**config.mk**
```make
export PLATFORM = sky130hd
export DESIGN_NAME = soc_addr_map_unit
export DESIGN_NICKNAME = d
export VERILOG_FILES = /design/src/rtl/soc_addr_map_unit.sv
export SDC_FILE = /design/constraint.sdc
export NUM_CORES = 2
export LEC_CHECK = 0
export ABC_AREA = 1
export BUFFER_PORTS_ARGS = -buffer_cell sky130_fd_sc_hd__buf_2
export CORE_AREA = 2 2 600 602
export DETAILED_ROUTE_END_ITERATION = 8
export DIE_AREA = 0 0 602 604
export SLEW_MARGIN = 20
export SYNTH_ARGS = -nofsm -noshare
export SYNTH_HDL_FRONTEND = slang
export SYNTH_SLANG_ARGS = --single-unit
```
**constraint.sdc**
```tcl
create_clock -name clk_i -period 6.7 [get_ports clk_i]
set_input_delay 0.335 -clock clk_i [delete_from_list [all_inputs] [get_ports clk_i]]
set_output_delay 0.335 -clock clk_i [all_outputs]
set_load 0.02 [all_outputs]
```
**src/rtl/soc_addr_map_unit.sv**
```systemverilog
// Programmable SoC address map: NrRules base/length/attr rules with a one-stage
// registered lookup pipeline and a boot-time config write port. Optional macro: SOC_AMU_LOCK_EN.
module soc_addr_map_unit #(
  parameter int unsigned NrRules   = 10,
  parameter int unsigned AddrWidth = 64,
  parameter int unsigned IdxWidth  = $clog2(NrRules)
) (
  input  logic                 clk_i,
  input  logic                 rst_ni,
  input  logic                 req_valid_i,
  output logic                 req_ready_o,
  input  logic [AddrWidth-1:0] req_addr_i,
  input  logic [1:0]           req_kind_i,
  output logic                 resp_valid_o,
  input  logic                 resp_ready_i,
  output logic                 resp_hit_o,
  output logic [IdxWidth-1:0]  resp_idx_o,
  output logic                 resp_cached_o,
  output logic                 resp_exec_o,
  output logic                 resp_idem_o,
  output logic                 resp_err_o,
  input  logic                 cfg_we_i,
  input  logic [IdxWidth-1:0]  cfg_idx_i,
  input  logic [1:0]           cfg_field_i,
  input  logic [AddrWidth-1:0] cfg_wdata_i,
  output logic                 cfg_err_o
);

  typedef logic [AddrWidth-1:0] addr_t;

  function automatic addr_t rst_base(input int unsigned i);
    case (i)
      0:       rst_base = addr_t'(64'h8000_0000);
      1:       rst_base = addr_t'(64'h4000_0000);
      2:       rst_base = addr_t'(64'h3000_0000);
      3:       rst_base = addr_t'(64'h2000_0000);
      4:       rst_base = addr_t'(64'h1800_0000);
      5:       rst_base = addr_t'(64'h1000_0000);
      6:       rst_base = addr_t'(64'h0C00_0000);
      7:       rst_base = addr_t'(64'h0200_0000);
      8:       rst_base = addr_t'(64'h0001_0000);
      default: rst_base = '0;
    endcase
  endfunction

  function automatic addr_t rst_len(input int unsigned i);
    case (i)
      0:       rst_len = addr_t'(64'h4000_0000);
      1:       rst_len = addr_t'(64'h1000);
      2:       rst_len = addr_t'(64'h1_0000);
      3:       rst_len = addr_t'(64'h80_0000);
      4:       rst_len = addr_t'(64'h1000);
      5:       rst_len = addr_t'(64'h1000);
      6:       rst_len = addr_t'(64'h3FF_FFFF);
      7:       rst_len = addr_t'(64'hC_0000);
      8:       rst_len = addr_t'(64'h1_0000);
      9:       rst_len = addr_t'(64'h1000);
      default: rst_len = '0;
    endcase
  endfunction

  // attr layout: [0] valid, [1] cached, [2] exec, [3] idem, [4] lock
  function automatic logic [4:0] rst_attr(input int unsigned i);
    case (i)
      0:                   rst_attr = 5'b01111;
      1, 2, 3, 4, 5, 6, 7: rst_attr = 5'b00001;
      8, 9:                rst_attr = 5'b00101;
      default:             rst_attr = 5'b00000;
    endcase
  endfunction

  addr_t      base_q [NrRules];
  addr_t      base_d [NrRules];
  addr_t      len_q  [NrRules];
  addr_t      len_d  [NrRules];
  logic [4:0] attr_q [NrRules];
  logic [4:0] attr_d [NrRules];

  logic                resp_valid_q, resp_valid_d;
  logic                resp_hit_q, resp_hit_d;
  logic [IdxWidth-1:0] resp_idx_q, resp_idx_d;
  logic [2:0]          resp_attr_q, resp_attr_d;
  logic                resp_err_q, resp_err_d;
  logic                cfg_err_q, cfg_err_d;

  logic                req_accept;
  logic                lu_hit;
  logic [IdxWidth-1:0] lu_idx;
  logic [4:0]          lu_attr;
  addr_t               diff;
  logic                cfg_in_range, cfg_locked, cfg_reject, cfg_write;
  logic [4:0]          attr_wr;

  assign req_ready_o = !resp_valid_q || resp_ready_i;
  assign req_accept  = req_valid_i && req_ready_o;

  // Scan from the top index down so the lowest matching index is the last assignment.
  always_comb begin
    lu_hit  = 1'b0;
    lu_idx  = '0;
    lu_attr = '0;
    diff    = '0;
    for (int i = int'(NrRules) - 1; i >= 0; i--) begin
      diff = req_addr_i - base_q[i];
      if (attr_q[i][0] && (len_q[i] != '0) && (diff < len_q[i])) begin
        lu_hit  = 1'b1;
        lu_idx  = IdxWidth'(i);
        lu_attr = attr_q[i];
      end
    end
  end

  always_comb begin
    resp_valid_d = resp_valid_q;
    resp_hit_d   = resp_hit_q;
    resp_idx_d   = resp_idx_q;
    resp_attr_d  = resp_attr_q;
    resp_err_d   = resp_err_q;
    if (req_accept) begin
      resp_valid_d = 1'b1;
      resp_hit_d   = lu_hit;
      resp_idx_d   = lu_idx;
      resp_attr_d  = {lu_attr[1], lu_attr[2], lu_attr[3]};
      resp_err_d   = !lu_hit || ((req_kind_i == 2'd2) && !lu_attr[2]);
    end else if (resp_ready_i) begin
      resp_valid_d = 1'b0;
    end
  end

  // Lock bit is only ever stored as 1 when locking is compiled in.
  always_comb begin
    cfg_in_range = 1'b0;
    cfg_locked   = 1'b0;
    for (int i = 0; i < int'(NrRules); i++) begin
      if (cfg_idx_i == IdxWidth'(i)) begin
        cfg_in_range = 1'b1;
        cfg_locked   = attr_q[i][4];
      end
    end
`ifdef SOC_AMU_LOCK_EN
    attr_wr = cfg_wdata_i[4:0];
`else
    attr_wr = {1'b0, cfg_wdata_i[3:0]};
`endif
    cfg_reject = cfg_we_i && (!cfg_in_range || (cfg_field_i == 2'd3) || cfg_locked);
    cfg_write  = cfg_we_i && !cfg_reject;
    cfg_err_d  = cfg_reject;
    for (int i = 0; i < int'(NrRules); i++) begin
      base_d[i] = base_q[i];
      len_d[i]  = len_q[i];
      attr_d[i] = attr_q[i];
      if (cfg_write && (cfg_idx_i == IdxWidth'(i))) begin
        case (cfg_field_i)
          2'd0:    base_d[i] = cfg_wdata_i;
          2'd1:    len_d[i]  = cfg_wdata_i;
          2'd2:    attr_d[i] = attr_wr;
          default: ;
        endcase
      end
    end
  end

  always_ff @(posedge clk_i or negedge rst_ni) begin
    if (!rst_ni) begin
      for (int i = 0; i < int'(NrRules); i++) begin
        base_q[i] <= rst_base(i);
        len_q[i]  <= rst_len(i);
        attr_q[i] <= rst_attr(i);
      end
      resp_valid_q <= 1'b0;
      resp_hit_q   <= 1'b0;
      resp_idx_q   <= '0;
      resp_attr_q  <= '0;
      resp_err_q   <= 1'b0;
      cfg_err_q    <= 1'b0;
    end else begin
      for (int i = 0; i < int'(NrRules); i++) begin
        base_q[i] <= base_d[i];
        len_q[i]  <= len_d[i];
        attr_q[i] <= attr_d[i];
      end
      resp_valid_q <= resp_valid_d;
      resp_hit_q   <= resp_hit_d;
      resp_idx_q   <= resp_idx_d;
      resp_attr_q  <= resp_attr_d;
      resp_err_q   <= resp_err_d;
      cfg_err_q    <= cfg_err_d;
    end
  end

  assign resp_valid_o  = resp_valid_q;
  assign resp_hit_o    = resp_hit_q;
  assign resp_idx_o    = resp_idx_q;
  assign resp_cached_o = resp_attr_q[2];
  assign resp_exec_o   = resp_attr_q[1];
  assign resp_idem_o   = resp_attr_q[0];
  assign resp_err_o    = resp_err_q;
  assign cfg_err_o     = cfg_err_q;

endmodule

```
; Word level (Yosys, flattened, before mapping)
; Index checks and enable logic that the tools add are counted.
[totals]
register_bits = 1331
input_bits = 141
output_inout_bits = 12
[classes]
add_sub_neg = 10
order_cmp = 10
n_eq_ne = 13
n_mux = 42
n_reduce_logical = 85
[ops]
columns = cell, count
row1 = < comparator 64 bit, 10
row2 = nonzero test 64 bit, 10
row3 = subtractor 64 bit, 10
row4 = two-way mux 4 bit, 20
row5 = AND reduction 2 bit, 30
row6 = logical AND 1 bit, 34
row7 = two-way mux 1 bit, 22
row8 = "== test 4 x 3 -> 1 bit, second input constant", 4
row9 = "== test 4 x 2 -> 1 bit, second input constant", 2
row10 = "== test 4 bit, second input constant", 2
row11 = "== test 2 bit, second input constant", 3
row12 = zero test 1 bit, 5
row13 = "== test 4 x 1 -> 1 bit, second input constant", 1
row14 = zero test 4 bit, 1
row15 = logical OR 1 bit, 3
row16 = "== test 2 x 1 -> 1 bit, second input constant", 1
row17 = zero test 2 bit, 1
row18 = nonzero test 2 bit, 1

; Depth between registers and ports, before layout
[logic_depth]
ltp_word = 18
mapped_depth = 43

; Worst setup path after synthesis
; Ideal clock, no wire load.
[synth_path]
kind = input to register
startpoint = input port req_addr_i[0]
endpoint = register resp_err_q (netlist: resp_err_o)
setup_ns = 0.120
arrival_time_ns = 4.235
setup_slack_ns = 2.345
cell_stages = 35
n_path_buf = 0
cell_sequence = inv_1 > ha_1 > inv_1 > fa_1 > nand3_1 > nand2_2 > a21oi_4 > o21ai_4 > a21oi_2 > o21ai_2 > a21oi_2 > inv_2 > nand2_1 > nand2_1 > a21oi_2 > o21ai_1 > xor2_1 > ha_1 > nand2_1 > nor4_1 > nand3_1 > nor3_1 > nand2_1 > nand3_1 > nand2_1 > inv_1 > nand2_1 > nand2_1 > nand2_1 > nand2_1 > nand2_1 > nand2_1 > nand2_1 > nand2_1 > a21oi_1
[synth_via]
elab_chain_cells = 16
[synth_rtl]
columns = item, line_no
row1 = start: declaration, 12  ; input logic [AddrWidth-1:0] req_addr_i,
row2 = subtractor 64 bit, 104  ; diff = req_addr_i - base_q[i];
row3 = < comparator 64 bit, 105  ; if (attr_q[i][0] && (len_q[i] != '0) && (diff < len_q[i])) begin
row4 = logical AND 1 bit, 105
row5 = two-way mux 4 bit (10 in series), 105
row6 = zero test 1 bit, 124  ; resp_err_d = !lu_hit || ((req_kind_i == 2'd2) && !lu_attr[2]);
row7 = logical AND 1 bit, 124
row8 = logical OR 1 bit (*), 124
row9 = end signal: assignment, 186  ; resp_err_q <= resp_err_d;
row10 = end: declaration, 83  ; logic resp_err_q, resp_err_d;
; Mark *: on every way between the ends. The rest lies on a longest branch, timed or not.
; A chain may end at the register's enable or synchronous reset.

; Worst setup path after layout
[layout_path]
startpoint = register base_q[128] (netlist bit)
endpoint = register resp_err_q (netlist: resp_err_o)
[layout_via]
elab_chain_cells = 14
[layout_rtl]
columns = item, line_no
row1 = start: declaration, 72  ; addr_t base_q [NrRules];
row2 = start signal: indexed assignment, 166  ; base_q[i] <= rst_base(i);
row3 = start signal: indexed assignment, 178  ; base_q[i] <= base_d[i];
row4 = subtractor 64 bit (*), 104
row5 = < comparator 64 bit (*), 105
row6 = logical AND 1 bit (*), 105
row7 = two-way mux 4 bit (8 in series), 105
row8 = zero test 1 bit, 124
row9 = logical AND 1 bit, 124
row10 = logical OR 1 bit (*), 124
; Marked as above.

==> results.yml <==
synthesis:
  synthesis.nets: 16300
  synth_top_cell_area_share_pct: 29.7
  yosysWarnings: 0
  yosys-top-cells-area: "dfrtp_1 30%, ha_1 15%, nand2_1 11%"
  yosys.area.top_type: "dfrtp_1"
  synth-seq-cells: 1331
  synthCells: 14900
  yosysSeqAreaShare_pct: 31.2
  synthesis.area_um2: 107000
  syn_avg_cell_area_um2: 7.19
  netlist-cell-type-count: 66
global_route:
  grt_overflow: 0
  grt_pass1_wl_um: 665000
  grt_max_degree: 157
  grt_usage_pct: 24.8
  grt_pass1_vias: 98800
  antenna_found_initial: 107
sta:
  setup_viol: 0
  drv_slew: 0
  fin_crit_ns: 5.80
  worst_slew_pin_slew_ns: 1.16
  skew_ns: 0.0402
  fin_crit_sh_pct: 86.5
  max_freq_mhz: 172
  whs_ns: 0.0507
  finalHoldViolations: 0
  rsz0062_at_grt: "false"
  setup-tns-final_ns: 0
  max_slew_margin_pct: 22.4
floorplanning:
  num_rows: 220
  die_h_um: 604
  core_um2: 358000
  io_pins: 153
  dieArea_um2: 364000
  start_util_pct: 29.9
  fp.dieW_um: 602
cells_and_area:
  fillers: 38700
  finish.utilization_pct: 33.5
  final_area_um2: 120000
  seq_area_um2: 33400
  drive_gt1_share_pct: 6.66
  finalNetCount: 16400
  area_growth_syn_to_layout_pct: 12.1
  multi_input_area_um2: 63000
worst_setup_path:
  cpLargestDelayFamily: "simple AND/OR/NAND/NOR gates"
  startpoint_type: "register"
  timing.critical_path.mode_cell: "nand2_1"
  cp.buffers_inverters: 2
  slowest_delay_ns: 0.57
  cp.arrival_ns: 6.59
  critPathKind: "reg -> reg"
  cp_max_fo: 6
  required_ns: 7.50
  worst_path_max_delay_cell: "a21oi_1"
  end_kind: "register"
detailed_routing:
  detail_route.wl_per_cell_um: 23.3
  drcViolationCount: 0
  dr.pass1.iters: 9
  finalWirelength_um: 464000
  vias: 103000
  ant_nets: 0
  avgViaCountPerCell: 5.15
  drtIter0Drc: 9671
job:
  drv_cap: 0
clock_tree:
  htree_levels: 4
  clkLatencyLatePin_ns: 0.87
  numCtsBuffers: 163
  clock-sinks: 1331
  cts_tree: "built"
  root_buffer: "clkbuf_16"
  path_clk_slew_ns: 0.06
  clock_tree.buffer_depth: 4
power:
  p_per_area_nw_per_um2: 243
  ir_drop_v: 0.000199
  leakagePower_nw: 53.1
placed_design:
  place_congestion: 1.04
  placedInstanceArea_um2: 114000
  io_buffers: 152
  place_hpwl_um: 352000
min_path:
  hp-class: "in -> reg"
outcome:
  status: "complete, no violations"
registers in the layout (all words and copies together) (netlist names):
signal / cells
len_q: 640
cfg_err_o: 1
resp_attr_q: 3
attr_q: 40
resp_valid_o: 1
resp_err_o: 1
resp_idx_o: 4
base_q: 640
resp_hit_o: 1
worst reg2reg max path: cells and delay by family, from the launching register on:
kind | cells | cell delay, ns
AND/OR/NAND/NOR | 21 | 2.40
XOR/XNOR | 1 | 0.21
AO/OA/AOI/OAI | 7 | 1.75
buffers and inverters | 2 | 0.14
flip-flops | 1 | 0.36
adder cells (fa/ha/maj) | 3 | 0.86
repair_timing:
action                                 4_1_cts  5_1_grt
buffers inserted                             0        0
endpoints found under the hold margin       97        0
gates resized for setup                      0        0
hold buffers                                 6        0
through the flow:
stage | total power, mW | instances | worst slack (ns)
CTS | 29.1 | 19900 | 1.02
global route | 30.9 | 19900 | 0.593
detailed placement | 19.6 | 19600 | 0.390
global placement | 19.5 | 19600 | 0.220
floorplan | 16.0 | 14900 | 2.34
finish | 29.1 | 19900 | 0.902
cell type report:
class | count | share of cell area [%]
Inverter | 2457 | 7.70
Clock inverter | 64 | 0.725
Antenna cell | 24 | 0.0501
Multi-Input combinational cell | 10700 | 52.6
Timing Repair Buffer | 377 | 2.20
Sequential cell | 1331 | 27.9
Tap cell | 4773 | 4.98
Clock buffer | 224 | 3.93
cell usage after synthesis, drive strengths merged:
library cell / instances
o221a: 1
a211oi: 24
o31ai: 20
a311oi: 5
nand3: 353
a31oi: 180
nand2: 3187
nor2b: 1
nand4: 159
dfrtp: 1268
clkbuf: 414
a221oi: 26
o41ai: 1
o211a: 3
xnor2: 181
o21a: 87
xor2: 403
a22oi: 1
a21boi: 41
o311a: 1
dfstp: 63
or2: 3
and3: 11
o221ai: 22
a21oi: 1278
nor4: 141
nor2: 1038
nand3b: 2
a31o: 1
a2111oi: 4
a21o: 40
o21bai: 38
o211ai: 46
inv: 2457
nor3: 123
o2111ai: 11
nor3b: 1
o311ai: 1
fa: 10
ha: 1260
o21ai: 1959
a41oi: 1
nor4b: 4
path summary, 6_finish.rpt:
kind / start / endpoint / slack, ns / cells past startpoint
min in group asynchronous: rst_ni / base_q[631]$_DFFE_PN0P_ / 0.10 / 2
worst max-delay path: base_q[128]$_DFFE_PN0P_ / resp_err_o$_DFFE_PN0P_ / 0.90 / 34
worst max register to register: base_q[128]$_DFFE_PN0P_ / resp_err_o$_DFFE_PN0P_ / 0.90 / 34
max in group asynchronous: rst_ni / len_q[32]$_DFFE_PN0P_ / 4.84 / 4
worst min register to register: base_q[241]$_DFFE_PN0P_ / base_q[241]$_DFFE_PN0P_ / 0.48 / 2
worst min-delay path: cfg_wdata_i[6] / len_q[390]$_DFFE_PN0P_ / 0.05 / 4
where the power goes:
group          switching (mW)  total (mW)  internal (mW)
clock network            3.81        9.45           5.64
logic                    6.89        10.4           3.54
registers               0.481        9.22           8.74
per-layer routing:
| metal | vias up | GRT usage [%] | routed length (µm) |
|---|---|---|---|
| li1 | 49200 | - | - |
| met1 | 48700 | 30.6 | 188000 |
| met2 | 3666 | 42.0 | 216000 |
| met3 | 1007 | 2.97 | 29700 |
| met4 | 4 | 14.1 | 30100 |
| met5 | - | 0 | 34 |
kinds of logic after synthesis:
logic type,after synthesis,synth area share [%]
compound gates,3791,19.8
xor+xnor,584,4.79
flops,1331,31.2
simple gates,5023,19.1
buf+inv,2871,10.1
fa+ha+maj,1270,14.9
layout by cell type, fill, tap and decap left out, drive strengths merged, types with 353 or more instances in the layout:
| cell | Yosys | final |
|---|---|---|
| dfrtp | 1268 | 1268 |
| nand2 | 3187 | 3187 |
| o21ai | 1959 | 1959 |
| ha | 1260 | 1260 |
| inv | 2457 | 2460 |
| nor2 | 1038 | 1038 |
| nand3 | 353 | 353 |
| buf | 0 | 371 |
| xor2 | 403 | 403 |
| a21oi | 1278 | 1278 |
Note: power is estimated with default switching activity, not from simulation.
